### src/rtl/icon_pkg.sv
// Shared types and helpers for the rojobot icon sprite engine.
package icon_pkg;

    typedef enum logic [2:0] {
        HDG_N, HDG_NE, HDG_E, HDG_SE, HDG_S, HDG_SW, HDG_W, HDG_NW
    } heading_e;

    localparam int ICON_COLOR_W = 12;
    localparam logic [ICON_COLOR_W-1:0] ICON_TRANSPARENT = 12'h000;

    // ROM address = {heading, dy, dx}
    function automatic int icon_addr_w(input int w, input int h);
        return 3 + $clog2(w) + $clog2(h);
    endfunction

endpackage

### src/rtl/icon_rom.sv
// Synchronous single-port icon ROM, 8 headings x ICON_H x ICON_W, 1-cycle read.
// Image: word = {address,1'b1}, with each heading's top-left pixel transparent.
module icon_rom
    import icon_pkg::*;
#(
    parameter int                  ICON_W      = 16,
    parameter int                  ICON_H      = 16,
    parameter int                  COLOR_W     = ICON_COLOR_W,
    parameter logic [COLOR_W-1:0]  TRANSPARENT = ICON_TRANSPARENT,
    localparam int                 AW          = icon_addr_w(ICON_W, ICON_H)
) (
    input  logic               clk,
    input  logic               reset,
    input  logic [AW-1:0]      addr,
    output logic [COLOR_W-1:0] data
);

    function automatic logic [COLOR_W-1:0] rom_word(input logic [AW-1:0] a);
        if (a[AW-4:0] == '0)
            return TRANSPARENT;
        return COLOR_W'({a, 1'b1});
    endfunction

    always_ff @(posedge clk or negedge reset) begin
        if (!reset)
            data <= '0;
        else
            data <= rom_word(addr);
    end

endmodule

### src/rtl/icon_sprite_engine.sv
// Rojobot icon renderer: frame-latched position/heading, 3-clock pixel pipeline.
// Optional blinking is compiled in with `define ICON_BLINK_EN.
module icon_sprite_engine
    import icon_pkg::*;
#(
    parameter int                  ICON_W       = 16,
    parameter int                  ICON_H       = 16,
    parameter int                  SCALE_X      = 8,
    parameter int                  SCALE_Y      = 6,
    parameter int                  PIX_W        = 12,
    parameter int                  COLOR_W      = ICON_COLOR_W,
    parameter logic [COLOR_W-1:0]  TRANSPARENT  = ICON_TRANSPARENT,
    parameter int                  BLINK_FRAMES = 30
) (
    input  logic               clk,
    input  logic               reset,
    input  logic [PIX_W-1:0]   pixel_column,
    input  logic [PIX_W-1:0]   pixel_row,
    input  logic [7:0]         LocX_reg,
    input  logic [7:0]         LocY_reg,
    input  logic [7:0]         BotInfo_reg,
    input  logic               blink_req,
    output logic [COLOR_W-1:0] icon,
    output logic               icon_valid
);

    localparam int XB     = $clog2(ICON_W);
    localparam int YB     = $clog2(ICON_H);
    localparam int AW     = icon_addr_w(ICON_W, ICON_H);
    localparam int STAGES = 1;

    logic             frame_start;
    logic [PIX_W:0]   pos_x, pos_y;
    heading_e         heading;
    logic             pos_valid;
    logic             draw_ok;

    assign frame_start = (pixel_row == '0) && (pixel_column == '0);

    // Frame-start latch; everything downstream sees only these copies.
    always_ff @(posedge clk or negedge reset) begin
        if (!reset) begin
            pos_x     <= '0;
            pos_y     <= '0;
            heading   <= HDG_N;
            pos_valid <= 1'b0;
        end else if (frame_start) begin
            pos_x     <= (PIX_W+1)'(LocX_reg) * (PIX_W+1)'(SCALE_X);
            pos_y     <= (PIX_W+1)'(LocY_reg) * (PIX_W+1)'(SCALE_Y);
            heading   <= heading_e'(BotInfo_reg[2:0]);
            pos_valid <= 1'b1;
        end
    end

`ifdef ICON_BLINK_EN
    localparam int BCW = (BLINK_FRAMES > 1) ? $clog2(BLINK_FRAMES) : 1;

    logic [BCW-1:0] blink_cnt;
    logic           blink_phase;
    logic           blank_frame;

    // blank_frame holds the decision for the frame just started.
    always_ff @(posedge clk or negedge reset) begin
        if (!reset) begin
            blink_cnt   <= '0;
            blink_phase <= 1'b0;
            blank_frame <= 1'b0;
        end else if (frame_start) begin
            if (!blink_req) begin
                blink_cnt   <= '0;
                blink_phase <= 1'b0;
                blank_frame <= 1'b0;
            end else begin
                blank_frame <= blink_phase;
                if (blink_cnt == BCW'(BLINK_FRAMES - 1)) begin
                    blink_cnt   <= '0;
                    blink_phase <= ~blink_phase;
                end else begin
                    blink_cnt <= blink_cnt + 1'b1;
                end
            end
        end
    end

    assign draw_ok = !blank_frame;
`else
    logic unused_blink;
    assign unused_blink = blink_req ^ (BLINK_FRAMES > 0);
    assign draw_ok      = 1'b1;
`endif

    logic unused_botinfo;
    assign unused_botinfo = ^BotInfo_reg[7:3];

    // Stage 1: hit test and address straight from coordinates.
    logic [PIX_W:0] col_x, row_y, end_x, end_y;
    logic           hit;
    logic [XB-1:0]  dx;
    logic [YB-1:0]  dy;

    assign col_x = {1'b0, pixel_column};
    assign row_y = {1'b0, pixel_row};
    assign end_x = pos_x + (PIX_W+1)'(ICON_W);
    assign end_y = pos_y + (PIX_W+1)'(ICON_H);
    assign hit   = pos_valid && draw_ok &&
                   (col_x >= pos_x) && (col_x < end_x) &&
                   (row_y >= pos_y) && (row_y < end_y);
    assign dx    = XB'(col_x - pos_x);
    assign dy    = YB'(row_y - pos_y);

    logic [AW-1:0]     addr1;
    logic [STAGES:0]   vld_pipe;
    logic [COLOR_W-1:0] rom_data;

    always_ff @(posedge clk or negedge reset) begin
        if (!reset) begin
            addr1    <= '0;
            vld_pipe <= '0;
        end else begin
            addr1    <= {heading, dy, dx};
            vld_pipe <= {vld_pipe[STAGES-1:0], hit};
        end
    end

    // Stage 2: ROM read, hit follows in vld_pipe.
    icon_rom #(
        .ICON_W      (ICON_W),
        .ICON_H      (ICON_H),
        .COLOR_W     (COLOR_W),
        .TRANSPARENT (TRANSPARENT)
    ) u_rom (
        .clk   (clk),
        .reset (reset),
        .addr  (addr1),
        .data  (rom_data)
    );

    // Stage 3: colour-key compare and output register.
    always_ff @(posedge clk or negedge reset) begin
        if (!reset) begin
            icon       <= '0;
            icon_valid <= 1'b0;
        end else if (vld_pipe[STAGES] && (rom_data != TRANSPARENT)) begin
            icon       <= rom_data;
            icon_valid <= 1'b1;
        end else begin
            icon       <= '0;
            icon_valid <= 1'b0;
        end
    end

endmodule

### config.mk
export PLATFORM = sky130hd
export DESIGN_NAME = icon_sprite_engine
export DESIGN_NICKNAME = d
export VERILOG_FILES = /design/src/rtl/icon_pkg.sv /design/src/rtl/icon_rom.sv /design/src/rtl/icon_sprite_engine.sv
export SDC_FILE = /design/constraint.sdc
export NUM_CORES = 1
export LEC_CHECK = 0
export ABC_AREA = 1
export CAP_MARGIN = 5
export CORE_UTILIZATION = 35
export DETAILED_ROUTE_END_ITERATION = 16
export SETUP_SLACK_MARGIN = 0.15
export SLEW_MARGIN = 20
export SYNTH_ARGS = -nofsm -noshare
export SYNTH_HDL_FRONTEND = slang
export SYNTH_HIERARCHICAL = 1
export SYNTH_SLANG_ARGS = --single-unit
### constraint.sdc
create_clock -name clk -period 1.8 [get_ports clk]
set_input_delay 0.54 -clock clk [delete_from_list [all_inputs] [get_ports clk]]
set_output_delay 0.54 -clock clk [all_outputs]
set_load 0.005 [all_outputs]
==> flow_summary.toml <==
[clock_network]
clockBufferDepth = 2
clock_latency_ns = 0.34
cts_tree = "yes"
worst_setup_hold_path_clk_slew_ns = 0.07
cts_root_buf = "clkbuf_8"
numCtsBuffers = 9
h-tree-depth = 3
cts_sinks = 60

[timing]
layout_setup_ws_ns = -0.111
finalSetupViolCount = 1
report.final.slew_viol_count = 0
max_freq_mhz = 523
hold_violations = 0
tns_ns = -0.111
fin_worst_skew_ns = 0.0105
fin_crit_sh_pct = 106
worst_pin_slew_ns = 0.377
rsz0062_at_grt = "yes"
slew_headroom_pct = 74.8
post-route-min-period_ns = 1.91

[drt]
avgViaCountPerCell = 4.39
drc = 0
first_pass_iters = 4
drtIter0Drc = 68
detail-route-antenna-nets = 0
route.vias.total = 2908
wl_mm = 7.53
avgRoutedWirePerCell_um = 11.4

[setup_path]
cp.arrival_ns = 2.17
critical_path.max_fanout = 3
start_kind = "register"
critPathKind = "reg2reg"
cp.required_ns = 2.06
worst-path-buf-inv = 1
critPathTopFamily = "simple AND/OR/NAND/NOR gates"
cp_slowest_cell = "dfrtp_1"
max_stage_delay_ns = 0.39
crit_path_end_kind = "register"
cp_cell_sequence = "ha_2 > nand3_2 > nor3_2 > xor2_1 > ha_1 > nand2_2 > inv_2 > nand3_1 > nand3_1 > nor2_1 > nand2_1 > nor3_2"

[die]
pin_count = 64
die-area_sq_mm = 0.0105
design.core.area_sq_mm = 0.00977
die_w_um = 102
start_util_pct = 36.0
rows = 36
fp.dieH_um = 102

[yosys]
ys_seq_area_share_pct = 42.6
syn-cell-area_sq_mm = 0.00352
synthesis.nets = 517
synth_warnings = 6
synthCells = 419
ys_ff_latch = 60
postSynthAreaPerCell_sq_um = 8.40
synth.distinct_cells = 29

[power]
power.switching_mw = 0.755
p_leak_nw = 2.75
seqPwrFrac_pct = 46.3
sw_frac_of_total_pct = 25.2
power.internal_mw = 2.24
peakVddDrop_mv = 0.371
clkPwrFrac_pct = 38.7
power_frac_comb_pct = 15.0
p_per_area_mw_per_mm2 = 603

[final_layout]
fin_util_pct = 50.8
final_layout_size_suffix_gt1_share_pct = 20.5
syn_to_final_growth_pct = 41.0
final_net_count = 621
fillers = 956

[grt]
grt_pass1_wl_mm = 12.6
grt_overflow = 0
grt_max_degree = 61
antenna_found_initial = 0
track_usage_pct = 16.0
grt_pass1_vias = 2987

[run]
drv_cap = 0

[run_status]
violations = "negative setup slack"
outcome = "finished, violations left"

[place]
dp_slack_ns = -0.534
port_buffers = 57
gp_congestion = 0.812
dp_hpwl_mm = 5.63

[worst_hold_path]
min_path_type = "in2async"
-- logic make-up (layout without fill, tap and decap cells) --
kind of cell	count (synthesis)	count (layout)	synth area share [%]
AO/OA/AOI/OAI	33	33	5.01
XOR/XNOR	14	14	3.48
adder cells (fa/ha/maj)	47	47	17.1
buffers and inverters	85	194	9.70
flip-flops	60	60	42.6
other	0	1	0
AND/OR/NAND/NOR	180	180	22.0
-- flip-flops by register name (all words and copies together), names as in the netlist --
register	count
icon	12
heading	3
addr1	11
vld_pipe	2
pos_y	10
u_rom/data	12
icon_valid	1
pos_x	8
pos_valid	1
-- layout by cell type, fill, tap and decap left out, types with 4 or more instances in the layout --
| cell | count |
|---|---|
| dlygate4sd2_1 | 24 |
| buf_4 | 44 |
| ha_1 | 38 |
| nor2_1 | 41 |
| a21oi_1 | 9 |
| nand3_2 | 6 |
| xor2_1 | 10 |
| dfrtp_1 | 60 |
| dlymetal6s2s_1 | 18 |
| nor2_2 | 6 |
| clkbuf_8 | 9 |
| inv_1 | 63 |
| clkdlybuf4s50_1 | 11 |
| inv_2 | 9 |
| nand3_1 | 15 |
| o21ai_0 | 11 |
| nand4_1 | 7 |
| o21ai_1 | 5 |
| nand2_1 | 89 |
| ha_4 | 6 |
| xnor2_1 | 4 |
-- power by group through the flow --
stage	Sequential, mW	Clock [mW]	Combinational (mW)
6_report	1.39	1.16	0.449
5_1_grt	1.39	1.23	0.506
3_5_place_dp	1.41	0	0.441
3_3_place_gp	1.41	0	0.431
2_1_floorplan	1.41	0	0.185
4_1_cts	1.39	1.18	0.446
-- timing repair --
action	in CTS	in global routing
resized for setup	49	37
endpoints found under the setup margin	35	23
hold buffers	0	0
cloned	1	0
setup buffers	3	0
pin swaps	15	13
-- through the flow --
step	total power [mW]	cell area [sq um]	std cells	hold slack [ns]
floorplan	1.60	3570	419	0.244
global placement	1.84	4580	641	0.334
detailed placement	1.85	4580	641	0.350
CTS	3.02	4870	661	0.207
global route	3.13	4960	661	0.235
finish	2.99	4960	662	0.209
-- cells in the mapped netlist (all sizes together) --
master	n	area, sq um
xor2	10	87.6
clkinv	1	8.76
nor3	8	40.0
nor3b	1	7.51
o21ai	16	80.1
or2	1	6.26
ha	45	563
fa	2	40.0
o21bai	1	7.51
dfrtp	60	1500
clkbuf	8	30.0
xnor2	4	35.0
a21oi	12	60.1
nand3	22	128
a21boi	2	15.0
nor4	1	6.26
buf	4	32.5
nand2	90	338
a21o	1	7.51
inv	72	270
nor2	47	184
a31oi	1	6.26
nand4	7	43.8
nand3b	3	22.5
-- routing by layer --
metal	part of all wire, %	up-vias	routed length [um]	global-route usage, %
met4	2.6	0	193	8.02
met3	2.9	18	218	2.94
met1	42	1315	3190	17.1
met2	52	47	3930	30.0
li1	-	1528	-	-
met5	0	-	0	0
-- final cells by class --
class | count | area (sq um) | area share, %
Multi-Input combinational cell | 274 | 1850 | 37.2
Clock buffer | 11 | 131 | 2.65
Tap cell | 133 | 166 | 3.35
Clock inverter | 5 | 52.6 | 1.06
Inverter | 73 | 287 | 5.77
Antenna cell | 1 | 2.50 | 0.0504
Timing Repair Buffer | 105 | 975 | 19.6
Sequential cell | 60 | 1500 | 30.2
-- path summary, 6_finish.rpt --
kind                       cells after the start                   from  slack [ns]                    end
setup / recovery                              12   pos_x[4]$_DFFE_PN0P_       -0.11  vld_pipe[0]$_DFF_PN0_
hold / removal                                 2                  reset        0.21     addr1[3]$_DFF_PN0_
setup reg to reg                              12   pos_x[4]$_DFFE_PN0P_       -0.11  vld_pipe[0]$_DFF_PN0_
hold reg to reg                                0  vld_pipe[0]$_DFF_PN0_        0.37  vld_pipe[1]$_DFF_PN0_
max in group asynchronous                      2                  reset        1.34   pos_y[7]$_DFFE_PN0P_
min in group clk                               1        pixel_column[1]        0.35     addr1[1]$_DFF_PN0_
(Power assumes the default switching activity.)
